[config.mk]
export PLATFORM = sky130hd
export DESIGN_NAME = mem_arbiter
export DESIGN_NICKNAME = d
export VERILOG_FILES = /design/src/rtl/mem_arb_pkg.sv /design/src/rtl/mem_arb_pick.sv /design/src/rtl/mem_arbiter.sv
export SDC_FILE = /design/constraint.sdc
export NUM_CORES = 1
export LEC_CHECK = 0
export BUFFER_PORTS_ARGS = -buffer_cell sky130_fd_sc_hd__buf_2
export CAP_MARGIN = 40
export CORE_AREA = 2 2 108 110
export CTS_CLUSTER_DIAMETER = 50
export CTS_CLUSTER_SIZE = 14
export DETAILED_ROUTE_END_ITERATION = 10
export DIE_AREA = 0 0 110 112
export PLACE_DENSITY = 0.52
export SYNTH_ARGS = -nofsm -noshare
export SYNTH_HDL_FRONTEND = slang
export SYNTH_SLANG_ARGS = --single-unit
[constraint.sdc]
create_clock -name i_clk -period 1.7 [get_ports i_clk]
set_input_delay 0.255 -clock i_clk [delete_from_list [all_inputs] [get_ports i_clk]]
set_output_delay 0.255 -clock i_clk [all_outputs]
set_load 0.02 [all_outputs]
[src/rtl/mem_arb_pkg.sv]
// Shared types for the memory arbiter: FSM state and transaction owner encodings.
package mem_arb_pkg;

    typedef enum logic [1:0] {
        IDLE  = 2'd0,
        ISSUE = 2'd1,
        WAIT  = 2'd2
    } state_t;

    typedef enum logic {
        OWN_I = 1'b0,
        OWN_D = 1'b1
    } owner_t;

    function automatic owner_t other_side(input owner_t o);
        return (o == OWN_D) ? OWN_I : OWN_D;
    endfunction

endpackage

[src/rtl/mem_arb_pick.sv]
// Combinational winner selection between I and D requesters.
// MEM_ARB_RR_EN: ties go to the favoured side instead of always to D.
module mem_arb_pick
    import mem_arb_pkg::*;
(
    input  logic   i_ireq,
    input  logic   i_dreq,
`ifdef MEM_ARB_RR_EN
    input  owner_t i_favour,
`endif
    output owner_t o_winner
);

    always_comb begin
        o_winner = OWN_D;
        if (i_ireq && !i_dreq) begin
            o_winner = OWN_I;
        end
`ifdef MEM_ARB_RR_EN
        if (i_ireq && i_dreq) begin
            o_winner = i_favour;
        end
`endif
    end

endmodule

[src/rtl/mem_arbiter.sv]
// Two-port (I-refill / D-access) arbiter onto one memory port, one transaction in flight.
// MEM_ARB_RR_EN: round-robin on simultaneous requests; default is fixed D-over-I priority.
//
//   state | meaning
//   IDLE  | no transaction; pick a winner when any request is seen
//   ISSUE | o_mem_req driven from owner's live inputs until i_mem_ready
//   WAIT  | accepted; waiting for i_mem_rvalid, may re-arbitrate on that cycle
module mem_arbiter
    import mem_arb_pkg::*;
#(
    parameter int ADDR_W = 32,
    parameter int DATA_W = 32
) (
    input  logic                i_clk,
    input  logic                i_rst,
    input  logic                i_imem_req,
    input  logic [ADDR_W-1:0]   i_imem_addr,
    output logic                o_imem_gnt,
    output logic                o_imem_rvalid,
    output logic [DATA_W-1:0]   o_imem_rdata,
    input  logic                i_dmem_req,
    input  logic                i_dmem_we,
    input  logic [ADDR_W-1:0]   i_dmem_addr,
    input  logic [DATA_W-1:0]   i_dmem_wdata,
    input  logic [DATA_W/8-1:0] i_dmem_wstrb,
    output logic                o_dmem_gnt,
    output logic                o_dmem_rvalid,
    output logic [DATA_W-1:0]   o_dmem_rdata,
    output logic                o_mem_req,
    output logic                o_mem_we,
    output logic [ADDR_W-1:0]   o_mem_addr,
    output logic [DATA_W-1:0]   o_mem_wdata,
    output logic [DATA_W/8-1:0] o_mem_wstrb,
    input  logic                i_mem_ready,
    input  logic                i_mem_rvalid,
    input  logic [DATA_W-1:0]   i_mem_rdata,
    output logic                o_ibusy,
    output logic                o_proto_err
);

    state_t r_state;
    state_t w_state_nxt;
    owner_t r_owner;
    owner_t w_owner_nxt;
    owner_t w_winner;
    logic   r_proto_err;
    logic   w_any_req;
    logic   w_mem_req;
    logic   w_gnt;
    logic   w_rsp;
    logic   w_own_d;

    assign w_any_req = i_imem_req || i_dmem_req;
    assign w_own_d   = (r_owner == OWN_D);

`ifdef MEM_ARB_RR_EN
    owner_t r_favour;

    always_ff @(posedge i_clk) begin
        if (i_rst) begin
            r_favour <= OWN_D;
        end else if (w_gnt) begin
            r_favour <= other_side(r_owner);
        end
    end

    mem_arb_pick u_pick (
        .i_ireq   (i_imem_req),
        .i_dreq   (i_dmem_req),
        .i_favour (r_favour),
        .o_winner (w_winner)
    );
`else
    mem_arb_pick u_pick (
        .i_ireq   (i_imem_req),
        .i_dreq   (i_dmem_req),
        .o_winner (w_winner)
    );
`endif

    always_ff @(posedge i_clk) begin
        if (i_rst) begin
            r_state     <= IDLE;
            r_owner     <= OWN_D;
            r_proto_err <= 1'b0;
        end else begin
            r_state <= w_state_nxt;
            r_owner <= w_owner_nxt;
            if (i_mem_rvalid && (r_state != WAIT)) begin
                r_proto_err <= 1'b1;
            end
        end
    end

    always_comb begin
        w_state_nxt = r_state;
        w_owner_nxt = r_owner;
        w_mem_req   = 1'b0;
        w_gnt       = 1'b0;
        w_rsp       = 1'b0;
        case (r_state)
            IDLE: begin
                if (w_any_req) begin
                    w_state_nxt = ISSUE;
                    w_owner_nxt = w_winner;
                end
            end
            ISSUE: begin
                w_mem_req = 1'b1;
                if (i_mem_ready) begin
                    w_gnt       = 1'b1;
                    w_state_nxt = WAIT;
                end
            end
            WAIT: begin
                if (i_mem_rvalid) begin
                    w_rsp = 1'b1;
                    // Re-arbitrate on the response cycle so back-to-back requests lose no cycle.
                    if (w_any_req) begin
                        w_state_nxt = ISSUE;
                        w_owner_nxt = w_winner;
                    end else begin
                        w_state_nxt = IDLE;
                    end
                end
            end
            default: w_state_nxt = IDLE;
        endcase
    end

    // Handshake outputs are masked during the reset cycle itself, whatever state was left behind.
    assign o_mem_req     = w_mem_req && !i_rst;
    assign o_imem_gnt    = w_gnt && !i_rst && !w_own_d;
    assign o_dmem_gnt    = w_gnt && !i_rst && w_own_d;
    assign o_imem_rvalid = w_rsp && !i_rst && !w_own_d;
    assign o_dmem_rvalid = w_rsp && !i_rst && w_own_d;
    assign o_imem_rdata  = o_imem_rvalid ? i_mem_rdata : '0;
    assign o_dmem_rdata  = o_dmem_rvalid ? i_mem_rdata : '0;

    assign o_mem_addr  = w_own_d ? i_dmem_addr : i_imem_addr;
    assign o_mem_we    = w_own_d && i_dmem_we;
    assign o_mem_wdata = w_own_d ? i_dmem_wdata : '0;
    assign o_mem_wstrb = w_own_d ? i_dmem_wstrb : '0;

    assign o_ibusy     = i_imem_req && !o_imem_gnt;
    assign o_proto_err = r_proto_err;

endmodule

==> results_dict.tcl <==
set metrics [dict create \
    hold_viol 0 \
    grt_max_degree 73 \
    diodes 0 \
    worst_setup_path_start_kind "flip-flop" \
    hp-class "input pin to flip-flop" \
    insertion_delay_ns 0.22 \
    pre_cts_ws_ns 0.130 \
    num_vias 2272 \
    fmax_mhz 582 \
    fin_ws_ns -0.0173 \
    final_cell_mix "buf_2, and2_1, buf_6" \
    antenna_found_initial 0 \
    h-tree-depth 1 \
    port_buffers 278 \
    fill_cells 1163 \
    min_period_over_period_pct 101 \
    max_stage_delay_ns 0.36 \
    finalSetupTns_ns -0.0427 \
    synth_fa_ha_area_share_pct 0 \
    gr-usage-all-layers_pct 8.94 \
    grt_pass1_vias 1961 \
    std_cell_rows 39 \
    path_clk_slew_ns 0.03 \
    fin_skew_ns 0.000428 \
    die_area_um2 12300 \
    mappedNetlistNets 312 \
    synth-seq-cells 4 \
    cellPowerDensity_nw_per_um2 370 \
    tritoncts "yes" \
    seqCellArea_um2 88.8 \
    ios 279 \
    clockBufferDepth 2 \
    finish.instance_area_um2 3550 \
    multi_input_area_um2 1250 \
    grt_pass1_wl_um 9000 \
    slew_headroom_pct 86.4 \
    dr.first_iter.drc_count 44 \
    dp_hpwl_um 5540 \
    power_frac_clock_pct 27.8 \
    netlist_area_um2 1290 \
    cp_data_arrival_time_ns 1.46 \
    overflow 0 \
    cts_sinks 4 \
    synth-xor-area-share_pct 0 \
    grt_setup_unrepaired "true" \
    swShare_pct 39.0 \
    fp.coreArea_um2 11200 \
    cp-end-kind "output pin" \
    post-route-min-period_ns 1.72 \
    ctsHoldBuffers 0 \
    syn-instance-count 173 \
    finalMaxSlewViolations 0 \
    path_cells "nand3b_4, nor3b_4, buf_4, clkbuf_16, and2_1, buf_4" \
    synth_cell_types 20 \
    seq_area_frac_synth_pct 6.19 \
    synthSimpleGateAreaFrac_pct 57.7 \
    synthMuxAreaShare_pct 27.9 \
    synth_warnings 0 \
    post_drt_via_cell_ratio 3.81 \
    switching_power_w 0.000513 \
    wl_per_cell_um 13.2 \
    violations "negative setup slack" \
    cp_slowest_cell "dfxtp_4" \
    mostFrequentLayoutCell "buf_2" \
    leakage_nw 1.97 \
    die_w_um 110 \
    status "finished with violations" \
    r2r_setup_slack_ns 0.56 \
    placed_area_um2 2870 \
    crit_type "flip-flop to output pin" \
    required_ns 1.44 \
    nNetsFinal 595 \
    maxCapViolations 0 \
    synth_top_family_by_area "simple AND/OR/NAND/NOR gates" \
    finalSetupViolCount 9 \
    root_buffer "clkbuf_16" \
    cpMostUsedCell "buf_4" \
    firstDrtPassIters 4 \
    ant_nets 0 \
    initial_core_util_pct 11.6 \
    ir_worst_vdd_mv 0.612 \
    wl_um 7860 \
    numCtsBuffers 3 \
    worstPathMaxFanout 16 \
    syn2layout_area_growth_pct 175 \
    power_frac_comb_pct 63.2 \
    place.gp.congestion 0.693 \
    worst_pin_slew_ns 0.204 \
    synth_compound_area_share_pct 2.80 \
    post-route-util_pct 31.8 \
    synth_area_per_cell_um2 7.48 \
    p_seq_share_pct 8.9 \
    die_y_um 112 \
    drcViolationCount 0 \
    p_int_w 0.000803 \
    drive_gt1_share_pct 81.7 \
]
[Yosys cell counts]
master | number | area (um^2)
and2_1 | 101 | 632
mux2_2 | 32 | 360
buf_2 | 6 | 30.0
clkbuf_1 | 6 | 22.5
nor2_1 | 5 | 18.8
dfxtp_1 | 4 | 80.1
a21oi_1 | 2 | 10.0
clkbuf_2 | 2 | 10.0
inv_1 | 2 | 7.51
nand2b_1 | 2 | 12.5
nor3b_2 | 2 | 25.0
a211o_1 | 1 | 8.76
and3_1 | 1 | 6.26
nand3b_1 | 1 | 7.51
nand3b_4 | 1 | 20.0
nor2b_1 | 1 | 6.26
nor3_2 | 1 | 10.0
o2bb2ai_1 | 1 | 8.76
o31a_1 | 1 | 8.76
or3b_1 | 1 | 8.76
[flip-flops by register name, indices dropped and copies added, names as in the netlist]
| register | count |
|---|---|
| r_state | 2 |
| r_owner | 1 |
| o_proto_err | 1 |
[per-stage QoR]
stage          hold slack (ns)  cells  total power, W
6_report                 0.274    597         0.00132
3_3_place_gp             0.458    584        0.000888
3_5_place_dp             0.454    584        0.000896
5_1_grt                  0.286    597         0.00140
2_1_floorplan            0.324    173        0.000553
4_1_cts                  0.262    587         0.00127
[routing by layer]
layer  up-vias  wire [um]  global-route usage (%)
met3         4        516                   0.468
met1      1030       2980                    10.2
met2       120       4340                    18.0
met5         -          0                       0
met4         0         24                    1.27
li1       1118          -                       -
[layout make-up]
type | count | area share [%]
Clock buffer | 3 | 2.11
Inverter | 2 | 0.211
Sequential cell | 4 | 2.50
Tap cell | 143 | 5.03
Multi-Input combinational cell | 153 | 35.1
Timing Repair Buffer | 292 | 55.0
[worst paths after layout]
check / from / to / depth (start not counted)
worst max-delay path: r_state[1]$_SDFFE_PP0P_ / o_dmem_rdata[9] / 6
worst min-delay path: i_rst / r_state[1]$_SDFFE_PP0P_ / 2
worst max register to register: r_state[1]$_SDFFE_PP0P_ / r_owner$_SDFFE_PP1P_ / 3
worst min register to register: o_proto_err$_SDFFE_PP0P_ / o_proto_err$_SDFFE_PP0P_ / 2
[power groups by stage]
stage | clock, W | sequential (W) | combinational [W]
floorplan | 0 | 0.000115 | 0.000438
global placement | 0 | 0.000112 | 0.000776
detailed placement | 0 | 0.000112 | 0.000784
CTS | 0.000374 | 0.000111 | 0.000788
global route | 0.000378 | 0.000120 | 0.000902
finish | 0.000366 | 0.000117 | 0.000832
[logic make-up (layout without fill, tap and decap cells)]
kind of cell    Yosys count  after routing
buf+inv                  16            297
flops                     4              4
mux                      32             32
compound gates            5              5
simple gates            116            116
[critical path: cells and delay by family (launching register included)]
family / cells / cell delay (ns)
flops: 1 / 0.36
buf+inv: 3 / 0.44
simple gates: 3 / 0.43
[timing repair]
action                     in CTS  in global routing
setup buffers                   0                  4
gates resized for setup         2                147
pin swaps                       0                 18
setup endpoints to repair      37                 98
cloned                          0                  6
(Power assumes the default switching activity.)
